File: config.mk
export PLATFORM = sky130hd
export DESIGN_NAME = acc_drain
export DESIGN_NICKNAME = d
export VERILOG_FILES = /design/src/rtl/drain_pkg.sv /design/src/rtl/acc_drain.sv
export SDC_FILE = /design/constraint.sdc
export NUM_CORES = 1
export LEC_CHECK = 0
export ABC_AREA = 1
export CAP_MARGIN = 40
export CORE_ASPECT_RATIO = 1.5
export CORE_MARGIN = 4
export CORE_UTILIZATION = 30
export CTS_CLUSTER_DIAMETER = 100
export DETAILED_ROUTE_END_ITERATION = 8
export PLACE_DENSITY_LB_ADDON = 0.25
export SYNTH_ARGS = -nofsm -noshare
export SYNTH_HDL_FRONTEND = slang
export SYNTH_SLANG_ARGS = --single-unit
File: constraint.sdc
create_clock -name clk -period 1.9 [get_ports clk]
set_input_delay 0.57 -clock clk [delete_from_list [all_inputs] [get_ports clk]]
set_output_delay 0.57 -clock clk [all_outputs]
set_load 0.02 [all_outputs]
File: src/rtl/drain_pkg.sv
// Shared types and constants for the accumulator drain path and the PE array top.
package drain_pkg;

  typedef enum logic [1:0] {
    ST_IDLE    = 2'd0,
    ST_CAPTURE = 2'd1,
    ST_STREAM  = 2'd2
  } drain_state_e;

  localparam int DRAIN_ACC_W = 32;

  // Index width for n PEs; a single PE still gets a 1-bit index port.
  function automatic int idx_width(input int n);
    return (n > 1) ? $clog2(n) : 1;
  endfunction

endpackage

File: src/rtl/acc_drain.sv
// Snapshots all PE accumulators in one cycle (while the PEs clear) and streams them out with valid/ready.
// Optional build macro DRAIN_RELU_EN clamps negative words to zero on the output.
module acc_drain
  import drain_pkg::*;
#(
  parameter int N_PE  = 4,
  parameter int ACC_W = DRAIN_ACC_W
) (
  input  logic                       clk,
  input  logic                       rst_n,
  input  logic                       start,
  input  logic [N_PE*ACC_W-1:0]      acc_in,
  output logic                       load_acc,
  output logic [ACC_W-1:0]           psum_out,
  output logic                       out_valid,
  input  logic                       out_ready,
  output logic [ACC_W-1:0]           out_data,
  output logic [idx_width(N_PE)-1:0] out_idx,
  output logic                       out_last,
  output logic                       busy,
  output logic                       done
);

  localparam int               IDX_W    = idx_width(N_PE);
  localparam logic [IDX_W-1:0] LAST_IDX = IDX_W'(N_PE - 1);

  drain_state_e     state_q, state_d;
  logic [IDX_W-1:0] idx_q, idx_d;
  logic             done_q, done_d;
  logic [ACC_W-1:0] shadow_q [N_PE];
  logic             handshake;
  logic             at_last;
  logic [ACC_W-1:0] sel_word;
  logic [ACC_W-1:0] out_word;

  assign out_valid = (state_q == ST_STREAM);
  assign load_acc  = (state_q == ST_CAPTURE);
  assign busy      = (state_q != ST_IDLE);
  assign psum_out  = '0;
  assign handshake = out_valid & out_ready;
  assign at_last   = (idx_q == LAST_IDX);
  assign out_last  = out_valid & at_last;
  assign out_idx   = idx_q;
  assign done      = done_q;

  always_comb begin
    state_d = state_q;
    idx_d   = idx_q;
    done_d  = 1'b0;
    case (state_q)
      ST_IDLE: begin
        if (start) state_d = ST_CAPTURE;
      end
      ST_CAPTURE: begin
        state_d = ST_STREAM;
        idx_d   = '0;
      end
      ST_STREAM: begin
        if (handshake) begin
          if (at_last) begin
            state_d = ST_IDLE;
            idx_d   = '0;
            done_d  = 1'b1;
          end else begin
            idx_d = idx_q + IDX_W'(1);
          end
        end
      end
      default: begin
        state_d = ST_IDLE;
        idx_d   = '0;
      end
    endcase
  end

  always_ff @(posedge clk or negedge rst_n) begin
    if (!rst_n) begin
      state_q <= ST_IDLE;
      idx_q   <= '0;
      done_q  <= 1'b0;
    end else begin
      state_q <= state_d;
      idx_q   <= idx_d;
      done_q  <= done_d;
    end
  end

  // Shadows latch on the same edge the PEs reload zero, so no product is lost or counted twice.
  always_ff @(posedge clk or negedge rst_n) begin
    if (!rst_n) begin
      for (int i = 0; i < N_PE; i++) shadow_q[i] <= '0;
    end else if (state_q == ST_CAPTURE) begin
      for (int i = 0; i < N_PE; i++) shadow_q[i] <= acc_in[i*ACC_W +: ACC_W];
    end
  end

  generate
    if (N_PE == 1) begin : g_single
      assign sel_word = shadow_q[0];
    end else begin : g_multi
      assign sel_word = shadow_q[idx_q];
    end
  endgenerate

`ifdef DRAIN_RELU_EN
  assign out_word = sel_word[ACC_W-1] ? '0 : sel_word;
`else
  assign out_word = sel_word;
`endif

  assign out_data = out_valid ? out_word : '0;

endmodule

==> results_dict.tcl <==
set metrics [dict create \
    p_per_area_nw_per_um2 1600 \
    synth_edf_count 0 \
    crit_top_cell "buf_12" \
    dpl.hpwl_um 16400 \
    worst-r2r-cell-count 6 \
    p_leak_uw 0.00459 \
    antenna_found_initial 0 \
    switchingPower_uw 5890 \
    r2r-end "shadow_q[103]" \
    ant_nets 0 \
    yosys_most_used_dff "dfrtp_1" \
    worstPathRequired_ps 1330 \
    wl_per_cell_um 16.7 \
    ios 203 \
    cp.depth 7 \
    via_count 5864 \
    worst_path_max_delay_cell "dfrtp_2" \
    synthCells 850 \
    maxSlewViolCount 0 \
    grt_pass1_wl_um 33300 \
    setup_ws_ps -319 \
    ys_warn_count 0 \
    violations "negative setup slack" \
    synth.distinct_cells 19 \
    status "finished with violations" \
    syn_avg_cell_area_um2 7.70 \
    p_clk_share_pct 24.9 \
    netlist_top_cells_area "dfrtp_1, nand2_1, inv_1" \
    yosysSeqAreaShare_pct 50.9 \
    htreeDepth 4 \
    root_buffer "clkbuf_16" \
    vias_per_cell 4.46 \
    holdBufCountCts 0 \
    cts_tree "done" \
    synth_top_area_share_pct 50.9 \
    drc 0 \
    rr_startpoint "state_q[1]" \
    overflow 0 \
    pre_cts_ws_ps -344 \
    ys_async_sr_fraction_pct 100 \
    synth.largest_area_cell "dfrtp_1" \
    worstSetupEndpointType "output pin" \
    worst-path-buf-inv 4 \
    cts.sinks 133 \
    synth.most_common_cell "nand2_1" \
    gp_congestion 0.849 \
    cp.arrival_ps 1650 \
    ir_drop_v 0.000679 \
    grt_usage_pct 18.2 \
    hold_path_class "in2async" \
    dr.first_iter.drc_count 362 \
    clkLatencyLatePin_ps 420 \
    drv_cap 0 \
    dr.pass1.iters 4 \
    synth_area_um2 6540 \
    dieWidth_um 129 \
    cp_max_fo 7 \
    io_buffers 170 \
    fmax_mhz 451 \
    final.setup.tns_ps -8950 \
    crit_type "reg2out" \
    rows 65 \
    synth.top_cells.by_count "nand2_1, inv_1, dfrtp_1" \
    setup-violations-final 33 \
    fin_nets 1168 \
    yosys_register_bits 133 \
    hold_viol_final 0 \
    die_h_um 189 \
    dieArea_um2 24300 \
    pwr-share-comb_pct 45.9 \
    critPathLaunchType "flip-flop" \
    n_fill_cell 2107 \
    grt_max_degree 114 \
    num_antenna_cells 0 \
    path_cells "inv_6 > buf_12 > buf_12 > nand2_1 > nand3_2 > a21oi_2 > buf_6" \
    p_int_uw 9710 \
    final.setup_skew_ps 6.28 \
    cts_max_path_buffers 2 \
    r2r_setup_slack_ps 230 \
    syn2layout_area_growth_pct 48.9 \
    crit_start "out_idx[0]" \
    clkTransAtPathRegs_ps 60 \
    swShare_pct 37.8 \
    initial_core_util_pct 30.8 \
    cpPeakStageDelay_ps 460 \
    fin_crit_ps 2220 \
    rsz0062_at_grt "true" \
    drive_gt1_share_pct 18.5 \
    coreArea_um2 21200 \
    cpLargestDelayFamily "buffers and inverters" \
    pwr-share-seq_pct 29.1 \
    wl_um 22000 \
    cts_buffers 17 \
    grt_pass1_vias 6144 \
    period_share_pct 117 \
]
==> final cells by class <==
type | count | area [um^2] | share of cell area, %
sequential | 133 | 3330 | 34.2
multi-input combinational | 528 | 2570 | 26.4
timing repair buffer | 219 | 2290 | 23.5
inverter | 136 | 520 | 5.34
clock buffer | 19 | 453 | 4.65
tap | 268 | 335 | 3.44
clock inverter | 13 | 250 | 2.57
==> how the worst max path moves through the flow <==
stage	end	slack, ps
CTS	out_data[27]	-340
floorplan	out_data[30]	-50
detailed placement	out_data[27]	-340
finish	out_data[2]	-320
global placement	out_data[7]	-320
global route	out_data[1]	-420
==> power groups by stage <==
| stage | clock network, uW | registers (uW) | logic (uW) |
|---|---|---|---|
| 4_1_cts | 3970 | 4530 | 7130 |
| 2_1_floorplan | 0 | 4500 | 4150 |
| 3_5_place_dp | 0 | 4570 | 6690 |
| 3_3_place_gp | 0 | 4540 | 6660 |
| 5_1_grt | 4100 | 4680 | 7940 |
| 6_report | 3890 | 4540 | 7170 |
==> sequential cells by signal (all words and copies together) (netlist names) <==
| register | flops |
|---|---|
| shadow_q | 128 |
| state_q | 2 |
| out_idx | 2 |
| done | 1 |
==> per-layer routing <==
metal	vias up	global-route usage (%)	share of wire (%)
li1	2929	-	-
met1	2700	19.0	36
met2	197	34.0	54
met3	38	4.85	6.3
met4	0	7.44	3.6
met5	-	0	0
==> worst reg2reg max path: cells and delay by family, from the launching register on <==
family | cells | cell delay, ps
AOI/OAI and AO/OA | 1 | 120
and+or+nand+nor | 1 | 90
buffers and inverters | 4 | 930
DFF | 1 | 390
==> layout by cell type (no fill, tap or decap), types with 7 or more instances in the layout <==
master / instances
bufinv_16: 7
dfrtp_1: 132
clkbuf_16: 17
nand3_1: 43
buf_6: 32
o21ai_0: 58
a21oi_2: 31
buf_12: 13
nand2_1: 248
buf_4: 38
nand3_2: 22
o21ai_1: 72
conb_1: 32
clkdlybuf4s50_1: 130
inv_1: 132
nand2_2: 10
==> through the flow <==
step	cells	power (uW)	cell area [um^2]	hold slack (ps)	utilization (%)
6_report	1316	15600	9750	56.4	45.9
5_1_grt	1316	16700	9750	58.4	45.9
4_1_cts	1313	15600	9650	54.2	45.5
3_5_place_dp	1278	11300	8730	505	41.1
3_3_place_gp	1278	11200	8730	498	41.1
2_1_floorplan	881	8650	6750	274	-
==> logic make-up (layout without fill, tap and decap cells) <==
family / count (synthesis) / count (layout) / synth area share, %
flops: 133 / 133 / 50.9
compound gates: 163 / 163 / 12.5
other cells: 1 / 32 / 0.0573
simple gates: 332 / 332 / 20.4
fa+ha+maj: 1 / 1 / 0.191
buf+inv: 220 / 387 / 16.0
==> timing repair <==
action | in CTS | in global routing
cloned | 2 | 1
pin swaps | 14 | 5
setup endpoints to repair | 39 | 35
gates resized for setup | 247 | 23
setup buffers | 1 | 2
(Power assumes the default switching activity.)
==> patch: new RTL, config.mk and constraints unchanged <==
Encoding of `drain_state_e`: now one-hot (3 bits for 3 states).
--- a/src/rtl/drain_pkg.sv
+++ b/src/rtl/drain_pkg.sv
@@ -3,6 +3,6 @@
 
-  typedef enum logic [1:0] {
-    ST_IDLE    = 2'd0,
-    ST_CAPTURE = 2'd1,
-    ST_STREAM  = 2'd2
+  typedef enum logic [2:0] {
+    ST_IDLE    = 3'b001,
+    ST_CAPTURE = 3'b010,
+    ST_STREAM  = 3'b100
   } drain_state_e;
Formal check against the unedited RTL: no difference found for any inputs over 10 cycles, from zero or initial values and one cycle with rst_n low; not proved beyond that.
==> patch against the unedited design <==
- the flow still finishes with violations (setup timing)
- power down 18%
- sequential share of layout area is 0.27 points lower
- wire length shrank 7.1%
- count of clock-buffer cells in the layout rose by 5
- setup slack got worse by 0.090 ns
- synthesized area is 2.2% higher
- sequential cell count rose by 1
- final area up 1.7%
- utilization decreased by 0.47 points
- synthesized cell count increased by 4.9%
- critical endpoint is now out_data[28]
- largest power group unchanged
- highest routed layer unchanged
==> patch: results (changes against the unedited design) <==
qor: cells_and_area.layout-drive-gt1-share 0.188 [+0.00319]
qor: cells_and_area.fill_cell_count 2202 [+4.5%]
qor: critical_path.critical-path-slowest-cell sky130_fd_sc_hd__dfrtp_4
qor: yosys.ys_top_cells_by_area sky130_fd_sc_hd__dfrtp_1 (50%), sky130_fd_sc_hd__nand2_1 (18%), sky130_fd_sc_hd__inv_1 (5.8%), sky130_fd_sc_hd__o21ai_0 (4.5%), sky130_fd_sc_hd__buf_4 (4.3%)
qor: detailed_routing.met3WireLength 870 um [-37%]
qor: power_and_ir_drop.p_comb 4.95 mW [-31%]
qor: sta.setup_ws -0.409 ns [-0.0898 ns]
qor: detailed_routing.total_number_of_vias 5998 [+2.3%]
qor: grt.largest_net_degree_at_the_start_of_global_routing 94 [-18%]
qor: run_status.outcome complete, but fails checks
qor: placement.number_of_placed_cells_counting_well_taps 1315 [+2.9%]
qor: yosys.area_fraction_in_compound_gates_after_synthesis 0.0969 [-0.0277]
qor: critical_path.worstPathMaxFanout 19 [+12]
qor: sta.finalSetupViolations 37 [+12%]
qor: cells_and_area.fin_area 9910 um^2 [+1.7%]
qor: detailed_routing.met2_length 10800 um [-10%]
qor: sta.tns -11.84 ns [-2.89 ns]
qor: power_and_ir_drop.vdd_ir_drop_max 0.587 mV [-13%]
qor: run_status.violations_in_the_final_reports setup timing
qor: cells_and_area.layout.buffer.nonclock.area_share 0.246 [+0.0112]
qor: cts.cts_post_setup_buffers_inserted 6 [+5]
qor: placement.hpwlAfterDp 13200 um [-19%]
qor: placement.placer_congestion_estimate 0.776 [-8.7%]
qor: power_and_ir_drop.switching_share 0.361 [-0.0170]
qor: critical_path.critical_path_arrival 1.74 ns [+0.09 ns]
qor: power_and_ir_drop.share_comb_of_total_power 0.386 [-0.073]
qor: grt.grt_use_met3 0.0263 [-0.0222]
[patch: changes by cell type after synthesis, moves of 5 or more]
| cell | delta |
|---|---|
| sky130_fd_sc_hd__clkbuf_1 | +10 |
| sky130_fd_sc_hd__o21ai_1 | -36 |
| sky130_fd_sc_hd__nand3_1 | -29 |
| sky130_fd_sc_hd__nand2_1 | +68 |
| sky130_fd_sc_hd__nor2_1 | +67 |
| sky130_fd_sc_hd__buf_4 | -5 |
| sky130_fd_sc_hd__buf_6 | +8 |
| sky130_fd_sc_hd__buf_2 | -17 |
| sky130_fd_sc_hd__inv_1 | -31 |
[patch: worst paths after layout]
check,to,slack (ns),depth (start not counted),startpoint
max,out_data[28],-0.41,6,out_idx[0]
min,shadow_q[98],0.08,1,rst_n
max reg2reg,state_q[0],0.23,8,state_q[0]
min reg2reg,shadow_q[41],0.48,2,shadow_q[41]
max in group asynchronous,state_q[0],1.20,2,rst_n
min in group clk,shadow_q[41],0.48,2,shadow_q[41]
